--- config.mk ---
export PLATFORM = sky130hd
export DESIGN_NAME = game_logic_controller
export DESIGN_NICKNAME = d
export VERILOG_FILES = /design/src/rtl/game_pkg.sv /design/src/rtl/ball_step_unit.sv /design/src/rtl/game_logic_controller.sv
export SDC_FILE = /design/constraint.sdc
export NUM_CORES = 1
export LEC_CHECK = 0
export ABC_AREA = 1
export BUFFER_PORTS_ARGS = -buffer_cell sky130_fd_sc_hd__buf_2
export CAP_MARGIN = 20
export CORE_ASPECT_RATIO = 2
export CORE_MARGIN = 1
export CORE_UTILIZATION = 40
export CTS_BUF_LIST = sky130_fd_sc_hd__clkbuf_4
export CTS_CLUSTER_DIAMETER = 80
export CTS_CLUSTER_SIZE = 12
export DETAILED_ROUTE_END_ITERATION = 16
export PLACE_DENSITY = 0.67
export REMOVE_ABC_BUFFERS = 1
export SLEW_MARGIN = 20
export SYNTH_ARGS = -nofsm -noshare
export SYNTH_HDL_FRONTEND = slang
export SYNTH_SLANG_ARGS = --single-unit
--- constraint.sdc ---
create_clock -name CLK -period 3.7 [get_ports CLK]
set_input_delay 0.37 -clock CLK [delete_from_list [all_inputs] [get_ports CLK]]
set_output_delay 0.37 -clock CLK [all_outputs]
set_load 0.05 [all_outputs]
--- src/rtl/game_pkg.sv ---
// Shared geometry and encodings for the game sequencer and the renderer.
// Holds playfield/ceiling/paddle/floor coordinates, the derived ball and
// paddle position limits, the GAME_STATE encoding and the per-frame
// update-phase encoding.
package game_pkg;

  // Playfield spans X 8..791; FIELD_X_END is the first column past it.
  localparam int FIELD_X_MIN = 8;
  localparam int FIELD_X_END = 792;
  localparam int CEILING_Y   = 80;   // bottom edge of the ceiling band
  localparam int PADDLE_Y    = 584;  // paddle top row
  localparam int SCREEN_Y    = 600;  // screen bottom

  localparam int PADDLE_LEN_DEFAULT = 60;
  localparam int BALL_SIZE_DEFAULT  = 8;

  function automatic int ball_x_max(input int ball_size);
    return FIELD_X_END - ball_size;
  endfunction

  function automatic int paddle_x_max(input int paddle_len);
    return FIELD_X_END - paddle_len;
  endfunction

  function automatic int ball_rest_y(input int ball_size);
    return PADDLE_Y - ball_size;
  endfunction

  localparam int BALL_X_MAX   = ball_x_max(BALL_SIZE_DEFAULT);     // 784
  localparam int PADDLE_X_MAX = paddle_x_max(PADDLE_LEN_DEFAULT);  // 732
  localparam int BALL_REST_Y  = ball_rest_y(BALL_SIZE_DEFAULT);    // 576

  typedef enum logic [1:0] {
    GS_SERVE = 2'd0,
    GS_PLAY  = 2'd1,
    GS_LOST  = 2'd2,
    GS_OVER  = 2'd3
  } game_state_t;

  typedef enum logic [1:0] {
    PH_IDLE   = 2'd0,
    PH_PADDLE = 2'd1,
    PH_BALL   = 2'd2,
    PH_COMMIT = 2'd3
  } phase_t;

endpackage

--- src/rtl/ball_step_unit.sv ---
// Combinational one-frame ball advance.
// Inputs : ball_x/ball_y (top-left), dx/dy (signed velocity), paddle_x.
// Outputs: next_x/next_y, next_dx/next_dy, and event flags
//          hit_wall, hit_ceiling, hit_paddle, hit_floor.
// X and Y reflections are independent; a paddle catch suppresses the floor.
module ball_step_unit
  import game_pkg::*;
#(
  parameter int BALL_SIZE_PIXEL     = 8,
  parameter int PADDLE_LENGTH_PIXEL = 60,
  parameter int BALL_SPEED          = 2
) (
  input  logic [9:0]        ball_x,
  input  logic [9:0]        ball_y,
  input  logic signed [10:0] dx,
  input  logic signed [10:0] dy,
  input  logic [9:0]        paddle_x,
  output logic [9:0]        next_x,
  output logic [9:0]        next_y,
  output logic signed [10:0] next_dx,
  output logic signed [10:0] next_dy,
  output logic              hit_wall,
  output logic              hit_ceiling,
  output logic              hit_paddle,
  output logic              hit_floor
);

  localparam int X_MAX  = ball_x_max(BALL_SIZE_PIXEL);
  localparam int REST_Y = ball_rest_y(BALL_SIZE_PIXEL);
  localparam logic signed [10:0] SPD_POS = 11'(BALL_SPEED);
  localparam logic signed [10:0] SPD_NEG = 11'(-BALL_SPEED);

  int cand_x;
  int cand_y;

  always_comb begin
    cand_x      = int'(ball_x) + int'(dx);
    cand_y      = int'(ball_y) + int'(dy);
    next_dx     = dx;
    next_dy     = dy;
    hit_wall    = 1'b0;
    hit_ceiling = 1'b0;
    hit_paddle  = 1'b0;
    hit_floor   = 1'b0;

    if (cand_x < FIELD_X_MIN) begin
      cand_x   = FIELD_X_MIN;
      next_dx  = SPD_POS;
      hit_wall = 1'b1;
    end else if (cand_x > X_MAX) begin
      cand_x   = X_MAX;
      next_dx  = SPD_NEG;
      hit_wall = 1'b1;
    end

    if (cand_y < CEILING_Y) begin
      cand_y      = CEILING_Y;
      next_dy     = SPD_POS;
      hit_ceiling = 1'b1;
    end

    // Catch only when descending and crossing the resting row this frame,
    // with overlap measured at the (clamped) new X.
    if (dy > 11'sd0 && int'(ball_y) <= REST_Y && cand_y >= REST_Y &&
        cand_x + BALL_SIZE_PIXEL > int'(paddle_x) &&
        cand_x < int'(paddle_x) + PADDLE_LENGTH_PIXEL) begin
      cand_y     = REST_Y;
      next_dy    = SPD_NEG;
      hit_paddle = 1'b1;
    end else if (cand_y >= SCREEN_Y) begin
      hit_floor = 1'b1;
    end

    next_x = 10'(cand_x);
    next_y = 10'(cand_y);
  end

endmodule

--- src/rtl/game_logic_controller.sv ---
// Per-frame game sequencer feeding the renderer.
// Inputs : CLK, RESET (sync, active-high), FRAME_DONE (vblank pulse),
//          BTN_LEFT / BTN_RIGHT / BTN_START (levels, sampled with FRAME_DONE).
// Outputs: PADDLE_X_PIXEL, BALL_X_PIXEL, BALL_Y_PIXEL, LIVES, GAME_STATE,
//          UPDATE_DONE (one-cycle pulse in the COMMIT cycle).
// Each frame runs IDLE -> PADDLE -> BALL -> COMMIT; every visible output
// changes together on entry to COMMIT, 3 cycles after FRAME_DONE.
module game_logic_controller
  import game_pkg::*;
#(
  parameter int PADDLE_LENGTH_PIXEL = 60,
  parameter int BALL_SIZE_PIXEL     = 8,
  parameter int PADDLE_SPEED        = 4,
  parameter int BALL_SPEED          = 2,
  parameter int START_LIVES         = 3,
  parameter int LOST_FRAMES         = 60
) (
  input  logic       CLK,
  input  logic       RESET,
  input  logic       FRAME_DONE,
  input  logic       BTN_LEFT,
  input  logic       BTN_RIGHT,
  input  logic       BTN_START,
  output logic [9:0] PADDLE_X_PIXEL,
  output logic [9:0] BALL_X_PIXEL,
  output logic [9:0] BALL_Y_PIXEL,
  output logic [1:0] LIVES,
  output logic [1:0] GAME_STATE,
  output logic       UPDATE_DONE
);

  localparam int PAD_X_MAX   = paddle_x_max(PADDLE_LENGTH_PIXEL);
  localparam int REST_Y      = ball_rest_y(BALL_SIZE_PIXEL);
  localparam int BALL_OFFSET = (PADDLE_LENGTH_PIXEL - BALL_SIZE_PIXEL) / 2;
  localparam int PAD_X_RESET = (FIELD_X_MIN + FIELD_X_END - PADDLE_LENGTH_PIXEL) / 2;
  localparam int CW          = $clog2(LOST_FRAMES + 1);
  localparam logic signed [10:0] SPD_POS = 11'(BALL_SPEED);
  localparam logic signed [10:0] SPD_NEG = 11'(-BALL_SPEED);

  phase_t      phase, phase_next;
  game_state_t state, state_next;

  logic              btn_l, btn_r, btn_s;
  logic [9:0]        paddle_work, paddle_move;
  logic signed [10:0] dx, dy, dx_next, dy_next;
  logic [9:0]        bx_next, by_next;
  logic [1:0]        lives_next;
  logic [CW-1:0]     cnt, cnt_next;

  logic [9:0]        step_x, step_y;
  logic signed [10:0] step_dx, step_dy;
  logic              hit_wall, hit_ceiling, hit_paddle, hit_floor;
  logic              unused_hits;

  assign unused_hits = &{1'b0, hit_wall, hit_ceiling, hit_paddle};
  assign GAME_STATE  = state;

  ball_step_unit #(
    .BALL_SIZE_PIXEL    (BALL_SIZE_PIXEL),
    .PADDLE_LENGTH_PIXEL(PADDLE_LENGTH_PIXEL),
    .BALL_SPEED         (BALL_SPEED)
  ) u_step (
    .ball_x     (BALL_X_PIXEL),
    .ball_y     (BALL_Y_PIXEL),
    .dx         (dx),
    .dy         (dy),
    .paddle_x   (paddle_work),
    .next_x     (step_x),
    .next_y     (step_y),
    .next_dx    (step_dx),
    .next_dy    (step_dy),
    .hit_wall   (hit_wall),
    .hit_ceiling(hit_ceiling),
    .hit_paddle (hit_paddle),
    .hit_floor  (hit_floor)
  );

  // Update-phase sequencer
  always_ff @(posedge CLK) begin
    if (RESET) phase <= PH_IDLE;
    else       phase <= phase_next;
  end

  always_comb begin
    phase_next = phase;
    case (phase)
      PH_IDLE:   if (FRAME_DONE) phase_next = PH_PADDLE;
      PH_PADDLE: phase_next = PH_BALL;
      PH_BALL:   phase_next = PH_COMMIT;
      PH_COMMIT: phase_next = PH_IDLE;
      default:   phase_next = PH_IDLE;
    endcase
  end

  // Paddle move, saturated in int range so no 10-bit wrap at the edges
  always_comb begin
    paddle_move = PADDLE_X_PIXEL;
    if (state != GS_OVER) begin
      if (btn_l && !btn_r) begin
        if (int'(PADDLE_X_PIXEL) - PADDLE_SPEED < FIELD_X_MIN)
          paddle_move = 10'(FIELD_X_MIN);
        else
          paddle_move = PADDLE_X_PIXEL - 10'(PADDLE_SPEED);
      end else if (btn_r && !btn_l) begin
        if (int'(PADDLE_X_PIXEL) + PADDLE_SPEED > PAD_X_MAX)
          paddle_move = 10'(PAD_X_MAX);
        else
          paddle_move = PADDLE_X_PIXEL + 10'(PADDLE_SPEED);
      end
    end
  end

  // Game FSM next-state and committed values, evaluated in the BALL phase
  always_comb begin
    state_next = state;
    lives_next = LIVES;
    cnt_next   = cnt;
    bx_next    = BALL_X_PIXEL;
    by_next    = BALL_Y_PIXEL;
    dx_next    = dx;
    dy_next    = dy;
    case (state)
      GS_SERVE: begin
        bx_next = paddle_work + 10'(BALL_OFFSET);
        by_next = 10'(REST_Y);
        if (btn_s) begin
          state_next = GS_PLAY;
          dx_next    = SPD_POS;
          dy_next    = SPD_NEG;
        end
      end
      GS_PLAY: begin
        bx_next = step_x;
        by_next = step_y;
        dx_next = step_dx;
        dy_next = step_dy;
        if (hit_floor) begin
          lives_next = LIVES - 2'd1;
          cnt_next   = '0;
          state_next = (LIVES == 2'd1) ? GS_OVER : GS_LOST;
        end
      end
      GS_LOST: begin
        cnt_next = cnt + CW'(1);
        if (cnt_next >= CW'(LOST_FRAMES - 1)) begin
          state_next = GS_SERVE;
          bx_next    = paddle_work + 10'(BALL_OFFSET);
          by_next    = 10'(REST_Y);
        end
      end
      GS_OVER: begin
        if (btn_s) begin
          lives_next = 2'(START_LIVES);
          state_next = GS_SERVE;
          bx_next    = paddle_work + 10'(BALL_OFFSET);
          by_next    = 10'(REST_Y);
        end
      end
      default: state_next = GS_SERVE;
    endcase
  end

  always_ff @(posedge CLK) begin
    if (RESET) begin
      state          <= GS_SERVE;
      PADDLE_X_PIXEL <= 10'(PAD_X_RESET);
      paddle_work    <= 10'(PAD_X_RESET);
      BALL_X_PIXEL   <= 10'(PAD_X_RESET + BALL_OFFSET);
      BALL_Y_PIXEL   <= 10'(REST_Y);
      LIVES          <= 2'(START_LIVES);
      UPDATE_DONE    <= 1'b0;
      dx             <= SPD_POS;
      dy             <= SPD_NEG;
      cnt            <= '0;
      btn_l          <= 1'b0;
      btn_r          <= 1'b0;
      btn_s          <= 1'b0;
    end else begin
      UPDATE_DONE <= (phase == PH_BALL);
      if (phase == PH_IDLE && FRAME_DONE) begin
        btn_l <= BTN_LEFT;
        btn_r <= BTN_RIGHT;
        btn_s <= BTN_START;
      end
      if (phase == PH_PADDLE) paddle_work <= paddle_move;
      if (phase == PH_BALL) begin
        PADDLE_X_PIXEL <= paddle_work;
        BALL_X_PIXEL   <= bx_next;
        BALL_Y_PIXEL   <= by_next;
        dx             <= dx_next;
        dy             <= dy_next;
        LIVES          <= lives_next;
        cnt            <= cnt_next;
        state          <= state_next;
      end
    end
  end

endmodule

Word-level counts from Yosys, hierarchy flattened
Cells that the tools add are included.

Register bits: 78. Latch bits: 0. Memory bits (writable): 0. Memory bits (read-only): 0. Input bits: 6. Output and inout bits: 35. Word-level logic and storage cells: 110. Memories: 0.

Add/sub/neg operators: 11. Multipliers: 0. Div/mod/pow operators: 0. $lt $le $gt $ge: 12. Eq/ne operators: 15. Shift operators: 0. Muxes and demuxes: 38. Bitwise logic cells: 0. Reductions and logical operators: 20.

Operators with widths (number): 10-bit 2-to-1 mux (10); 32-bit 2-to-1 mux (3); 10-bit case mux with 4 select lines (2); 11-bit 2-to-1 mux (6); 32-bit by 11-bit >= comparator with 1-bit output, second input constant (2); 11-bit case mux with 2 select lines (2); 32-bit by 5-bit adder with 32-bit output, second input constant (1); 32-bit by 11-bit greater-than comparator with 1-bit output (1); 32-bit by 11-bit greater-than comparator with 1-bit output, second input constant (1); 32-bit less-than comparator (1); 32-bit by 5-bit less-than comparator with 1-bit output, second input constant (1); 32-bit by 8-bit less-than comparator with 1-bit output, second input constant (1); 11-bit by 11-bit adder with 12-bit output (2); 2-bit case mux with 4 select lines (2); 2-bit 2-to-1 mux (7); 2-bit inequality test, second input constant (6); 6-bit case mux with 2 select lines (1); 4-bit AND reduction (3); 10-bit by 3-bit adder with 11-bit output, second input constant (1); 10-bit by 6-bit adder with 11-bit output, second input constant (1); 11-bit by 1-bit greater-than comparator with 1-bit output, second input constant (1); 11-bit by 10-bit greater-than comparator with 1-bit output, second input constant (1); 11-bit by 5-bit less-than comparator with 1-bit output, second input constant (1); 10-bit by 3-bit subtractor with 11-bit output, second input constant (1); 19 further kinds (38).

Logic depth before layout (Yosys ltp)
Depth in word-level cells: 11. Gate-level depth with buffers: 37. Gate-level depth less buffers: 36.

Hierarchy
Synthesis repeated with hierarchy kept, for this count alone.

Cells, all modules: 1068. Area total of the unflattened synthesis: 6886.6 um^2.

Modules (own cells, without submodules): game_logic_controller (times used 1, cells each 592, area each 4082.7 um^2, sequential area each 1561.5 um^2); ball_step_unit (times used 1, cells each 476, area each 2803.9 um^2, sequential area each 0.0 um^2).

Worst setup path before layout
OpenSTA, ideal clock, no wires.

Kind: flip-flop to flip-flop. Start point: register BALL_X_PIXEL[1]. End point: register BALL_Y_PIXEL[0]. Library setup time: 129 ps. Data arrival time: 4044 ps. Data required time: 3571 ps. Setup slack: -472 ps. Cell stages (with the launch flop): 33. Period minus slack after synthesis: 4172 ps. Cell sequence: dfxtp_1 fa_1 nand2_1 nand3_2 nand3_1 nand2_2 nand2_1 nor2_1 nand2_1 nor2_2 nand3_2 nand2_4 nor2_1 inv_1 ha_1 inv_1 nor3_1 xor2_1 inv_1 ha_1 nand2_1 nor2_1 a21oi_1 o2111ai_1 nand3b_1 nor2_2 nand3_2 nand2_2 inv_4 nand2_2 nand2_2 inv_2 nor3_2.

Longest elaborated chain between the ends: 10. Elaborated cells between the ends (all ways): 12.

Ends and longest elaborated chain: start: declaration (line game_logic_controller.sv:25) `output logic [9:0] BALL_X_PIXEL,`; start signal: assignment (line game_logic_controller.sv:168) `BALL_X_PIXEL <= 10'(PAD_X_RESET + BALL_OFFSET);`; start signal: assignment (line game_logic_controller.sv:188) `BALL_X_PIXEL <= bx_next;`; 11-bit by 11-bit adder with 12-bit output * (line ball_step_unit.sv:37) `cand_x = int'(ball_x) + int'(dx);`; 32-bit by 11-bit greater-than comparator with 1-bit output (line ball_step_unit.sv:50) `end else if (cand_x > X_MAX) begin`; 32-bit 2-to-1 mux (line ball_step_unit.sv:50); 32-bit 2-to-1 mux * (line ball_step_unit.sv:46) `if (cand_x < FIELD_X_MIN) begin`; 32-bit by 5-bit adder with 32-bit output (line ball_step_unit.sv:65) `cand_x + BALL_SIZE_PIXEL > int'(paddle_x) &&`; 32-bit by 11-bit greater-than comparator with 1-bit output (line ball_step_unit.sv:65); 1-bit logical AND (line ball_step_unit.sv:64) `if (dy > 11'sd0 && int'(ball_y) <= REST_Y && cand_y >= REST_Y &&`; 1-bit logical AND * (line ball_step_unit.sv:65); 10-bit 2-to-1 mux * (line ball_step_unit.sv:64); 10-bit case mux with 4 select lines * (line game_logic_controller.sv:122) `case (state)`; end signal: assignment (line game_logic_controller.sv:169) `BALL_Y_PIXEL <= 10'(REST_Y);`; end signal: assignment (line game_logic_controller.sv:189) `BALL_Y_PIXEL <= by_next;`; end: declaration (line game_logic_controller.sv:26) `output logic [9:0] BALL_Y_PIXEL,`.

Mark *: on every way between the ends. The rest lies on a longest branch, timed or not. A chain may end at the register's enable or synchronous reset.

Final worst setup path
Start point: register dx[9]. End point: register LIVES[0].

Longest elaborated chain between the ends: 11. Elaborated cells between the ends (all ways): 13.

Ends and longest elaborated chain: start: declaration (line game_logic_controller.sv:45) `logic signed [10:0] dx, dy, dx_next, dy_next;`; start signal: assignment (line game_logic_controller.sv:190) `dx <= dx_next;`; 11-bit by 11-bit adder with 12-bit output * (line ball_step_unit.sv:37); 32-bit by 11-bit greater-than comparator with 1-bit output (line ball_step_unit.sv:50); 32-bit 2-to-1 mux (line ball_step_unit.sv:50); 32-bit 2-to-1 mux * (line ball_step_unit.sv:46); 32-bit by 5-bit adder with 32-bit output (line ball_step_unit.sv:65); 32-bit by 11-bit greater-than comparator with 1-bit output (line ball_step_unit.sv:65); 1-bit logical AND (line ball_step_unit.sv:64); 1-bit logical AND * (line ball_step_unit.sv:65); 1-bit 2-to-1 mux * (line ball_step_unit.sv:64); 2-bit inequality test (no source line) *; 4-bit AND reduction (no source line) *; end signal: assignment (line game_logic_controller.sv:170) `LIVES <= 2'(START_LIVES);`; end signal: assignment (line game_logic_controller.sv:192) `LIVES <= lives_next;`; end: declaration (line game_logic_controller.sv:27) `output logic [1:0] LIVES,`.

Marks and branches as above.

==> flow_summary.yaml <==
job:
  drv_cap: 0
synth:
  synthArstFlopShare: 0
  synth_compound_area_frac: 0.177
  synthMuxAreaShare: 0
  synth_top_area_share: 0.220
  synth_flop_cell: "dfxtp_1"
  syn_inst: 801
  synthSimpleGateAreaFrac: 0.319
  ys_ff_latch: 58
  synthesis.area_sq_um: 5280
  ys_seq_area_frac: 0.220
  synth_xor_xnor_area_share: 0.0529
  yosys.cell_types.count: 47
  synth-adder-area-share: 0.140
  synth_common_cells: "nand2_1, inv_1, a21oi_1, nand3_1, dfxtp_1"
  yosys.area.top_type: "dfxtp_1"
  ys_warn_count: 0
  synthTopCellsByArea: "dfxtp_1, ha_1, nand2_1, a21oi_1, inv_1"
  yosysMostFrequentCell: "nand2_1"
  synth_top_family_by_area: "simple AND/OR/NAND/NOR gates"
  synth_edf_count: 0
  avgSynthCellArea_sq_um: 6.59
clock_tree:
  numClockSinks: 58
  hold_buffers: 0
  cts_root_buffer: "clkbuf_4"
  clk_latency_ns: 0.42
  cts_buffers: 9
  tritoncts: "done"
  h-tree-depth: 3
  clock_path_buffers: 2
  clkSlewWorstSetupHoldPaths_ns: 0.11
outcome:
  violations: "design-rule violations, negative setup slack"
  run_status: "complete, but fails checks"
power_and_ir_drop:
  internal-power_uw: 3490
  leakage_uw: 0.00320
  power.density_nw_per_um2: 1090
  pwr-share-comb: 0.803
  p_sw_frac: 0.521
  pwr-share-seq: 0.137
  power_uw: 7290
  clkPwrFrac: 0.059
  power_switching_uw: 3800
  ir_drop_uv: 519
route:
  drt_iter0_drc: 234
  routedWlPerCell_um: 14.2
  top_layer: "met4"
  drc_errors: 1
  wirelength_um: 15100
  met1_length_um: 5350
  wl_met3_um: 315
  drt_first_pass_iters: 11
  dr_wl_met2_um: 8740
  viasPerCell: 5.20
  antenna_left: 0
  num_vias: 5550
global_route:
  grt_use_total: 0.227
  antenna_found_initial: 1
  grt_pass1_vias: 5455
  overflow: 0
  grt_pass1_wl_um: 24900
  grt_max_degree: 31
place:
  dp_hpwl_um: 11700
  placed_cell_area_sq_um: 6040
  place_congestion: 0.913
  port_buffers: 40
  place_inst: 1037
  pre_cts_ws_ns: -0.759
worst_setup_path:
  critical_path_cell_count: 31
  cp.buffers_inverters: 6
  crit_family: "simple AND/OR/NAND/NOR gates"
  endpoint_kind: "register"
  cpPeakStageDelay_ns: 0.40
  crit_top_cell: "nand3_2"
  crit_slowest_cell: "fa_2"
  reg2regPathDepth: 31
  worstPathMaxFanout: 5
  start_kind: "register"
  path_class: "register to register"
  critPathRequiredTime_ns: 3.96
  worstPathArrival_ns: 4.52
floorplan:
  dieArea_sq_um: 13700
  fp.dieH_um: 164
  initial_core_util: 0.408
  rows: 59
  core_sq_um: 12900
  ios: 41
  die_x_um: 83.2
sta:
  finalHoldViolCount: 0
  fmax_ghz: 0.235
  period_share: 1.15
  worst_slack_ns: -0.561
  finalCriticalPeriod_ns: 4.26
  finClkSkew_ns: 0.0218
  maxSlewViolCount: 0
  holdWs_ns: 0.204
  rsz0062_at_grt: "true"
  worst_pin_slew_ns: 0.997
  relSlewSlack: 0.335
  setup_violations: 21
layout:
  area_delta_synth_final_pct: 26.7
  drive_gt1_frac: 0.256
  nFillCells: 1302
  fin_cells: 1067
  fin_nets: 975
  design_area_sq_um: 6690
hold_path:
  whs_path_depth: 3
  worstHoldPathType: "input port to register"
placed cells by master (no fill, tap or decap), drive strengths merged, types with 2 or more instances in the layout:
| master | n |
|---|---|
| nand4 | 16 |
| nand3 | 66 |
| nor3b | 2 |
| xnor2 | 6 |
| a21oi | 77 |
| nor2 | 59 |
| dfxtp | 58 |
| a31o | 2 |
| o2111ai | 2 |
| buf | 111 |
| o21bai | 3 |
| nor3 | 15 |
| fa | 2 |
| o211ai | 14 |
| or2 | 5 |
| o31ai | 4 |
| a211oi | 3 |
| clkinv | 5 |
| a31oi | 3 |
| conb | 11 |
| xor2 | 25 |
| o21ai | 53 |
| nand2 | 192 |
| nand3b | 6 |
| clkbuf | 10 |
| ha | 56 |
| inv | 100 |
registers in the layout, indices dropped and copies added (netlist names):
name,flops
PADDLE_X_PIXEL,10
btn_l,1
LIVES,2
btn_s,1
phase,2
dy,1
btn_r,1
BALL_Y_PIXEL,10
dx,1
UPDATE_DONE,1
GAME_STATE,2
cnt,6
BALL_X_PIXEL,10
paddle_work,10
final cells by class:
type | instances | area, sq um | share of cell area
Tap cell | 152 | 190 | 0.0284
Timing Repair Buffer | 111 | 761 | 0.114
Sequential cell | 58 | 1160 | 0.174
Multi-Input combinational cell | 628 | 4050 | 0.606
Clock inverter | 4 | 45.0 | 0.00674
Inverter | 103 | 394 | 0.0590
Clock buffer | 10 | 75.1 | 0.0112
Antenna cell | 1 | 2.50 | 0.000374
worst register-to-register path, delay by kind of cell, from the launching register on:
kind            cells  cell delay (ns)
simple gates       16             1.48
compound gates      4             0.52
buf+inv             6             0.54
fa+ha+maj           3             0.82
flops               1             0.37
xor+xnor            2             0.37
power groups by stage:
| stage | sequential, uW | clock, uW | combinational (uW) |
|---|---|---|---|
| global placement | 1010 | 0 | 4700 |
| finish | 1000 | 433 | 5860 |
| CTS | 999 | 445 | 5610 |
| floorplan | 1290 | 0 | 2790 |
| global route | 1030 | 476 | 6440 |
| detailed placement | 1010 | 0 | 4710 |
kinds of logic (layout without fill, tap and decap cells):
| kind of cell | count (synthesis) | after routing |
|---|---|---|
| compound gates | 165 | 165 |
| buf+inv | 124 | 228 |
| other cells | 2 | 12 |
| flops | 58 | 58 |
| fa+ha+maj | 58 | 58 |
| xor+xnor | 31 | 31 |
| simple gates | 363 | 363 |
repair_timing:
action / in CTS / in global routing
endpoints found under the setup margin: 21 / 21
buffers inserted: 12 / 3
resized for setup: 71 / 17
pin swaps: 41 / 23
through the flow:
| stage | setup TNS [ns] | utilization |
|---|---|---|
| 2_1_floorplan | -8.61 | - |
| 3_3_place_gp | -12.58 | 0.467 |
| 3_5_place_dp | -14.30 | 0.467 |
| 4_1_cts | -8.62 | 0.510 |
| 5_1_grt | -15.49 | 0.517 |
| 6_report | -10.34 | 0.517 |
metal layers:
metal	vias to the layer above	GRT usage
met5	-	0
met4	0	0.127
met3	42	0.0275
met2	92	0.468
met1	2522	0.207
li1	2894	-
final timing paths:
kind	start	endpoint	slack, ns
max	dx[9]$_SDFFE_PP0P_	LIVES[0]$_SDFFE_PP1P_	-0.56
min	BTN_RIGHT	btn_r$_SDFFE_PP0P_	0.20
max reg2reg	dx[9]$_SDFFE_PP0P_	LIVES[0]$_SDFFE_PP1P_	-0.56
min reg2reg	BALL_Y_PIXEL[0]$_SDFFE_PP0P_	BALL_Y_PIXEL[0]$_SDFFE_PP0P_	0.47
No activity file was read; power rests on OpenSTA's default activity.
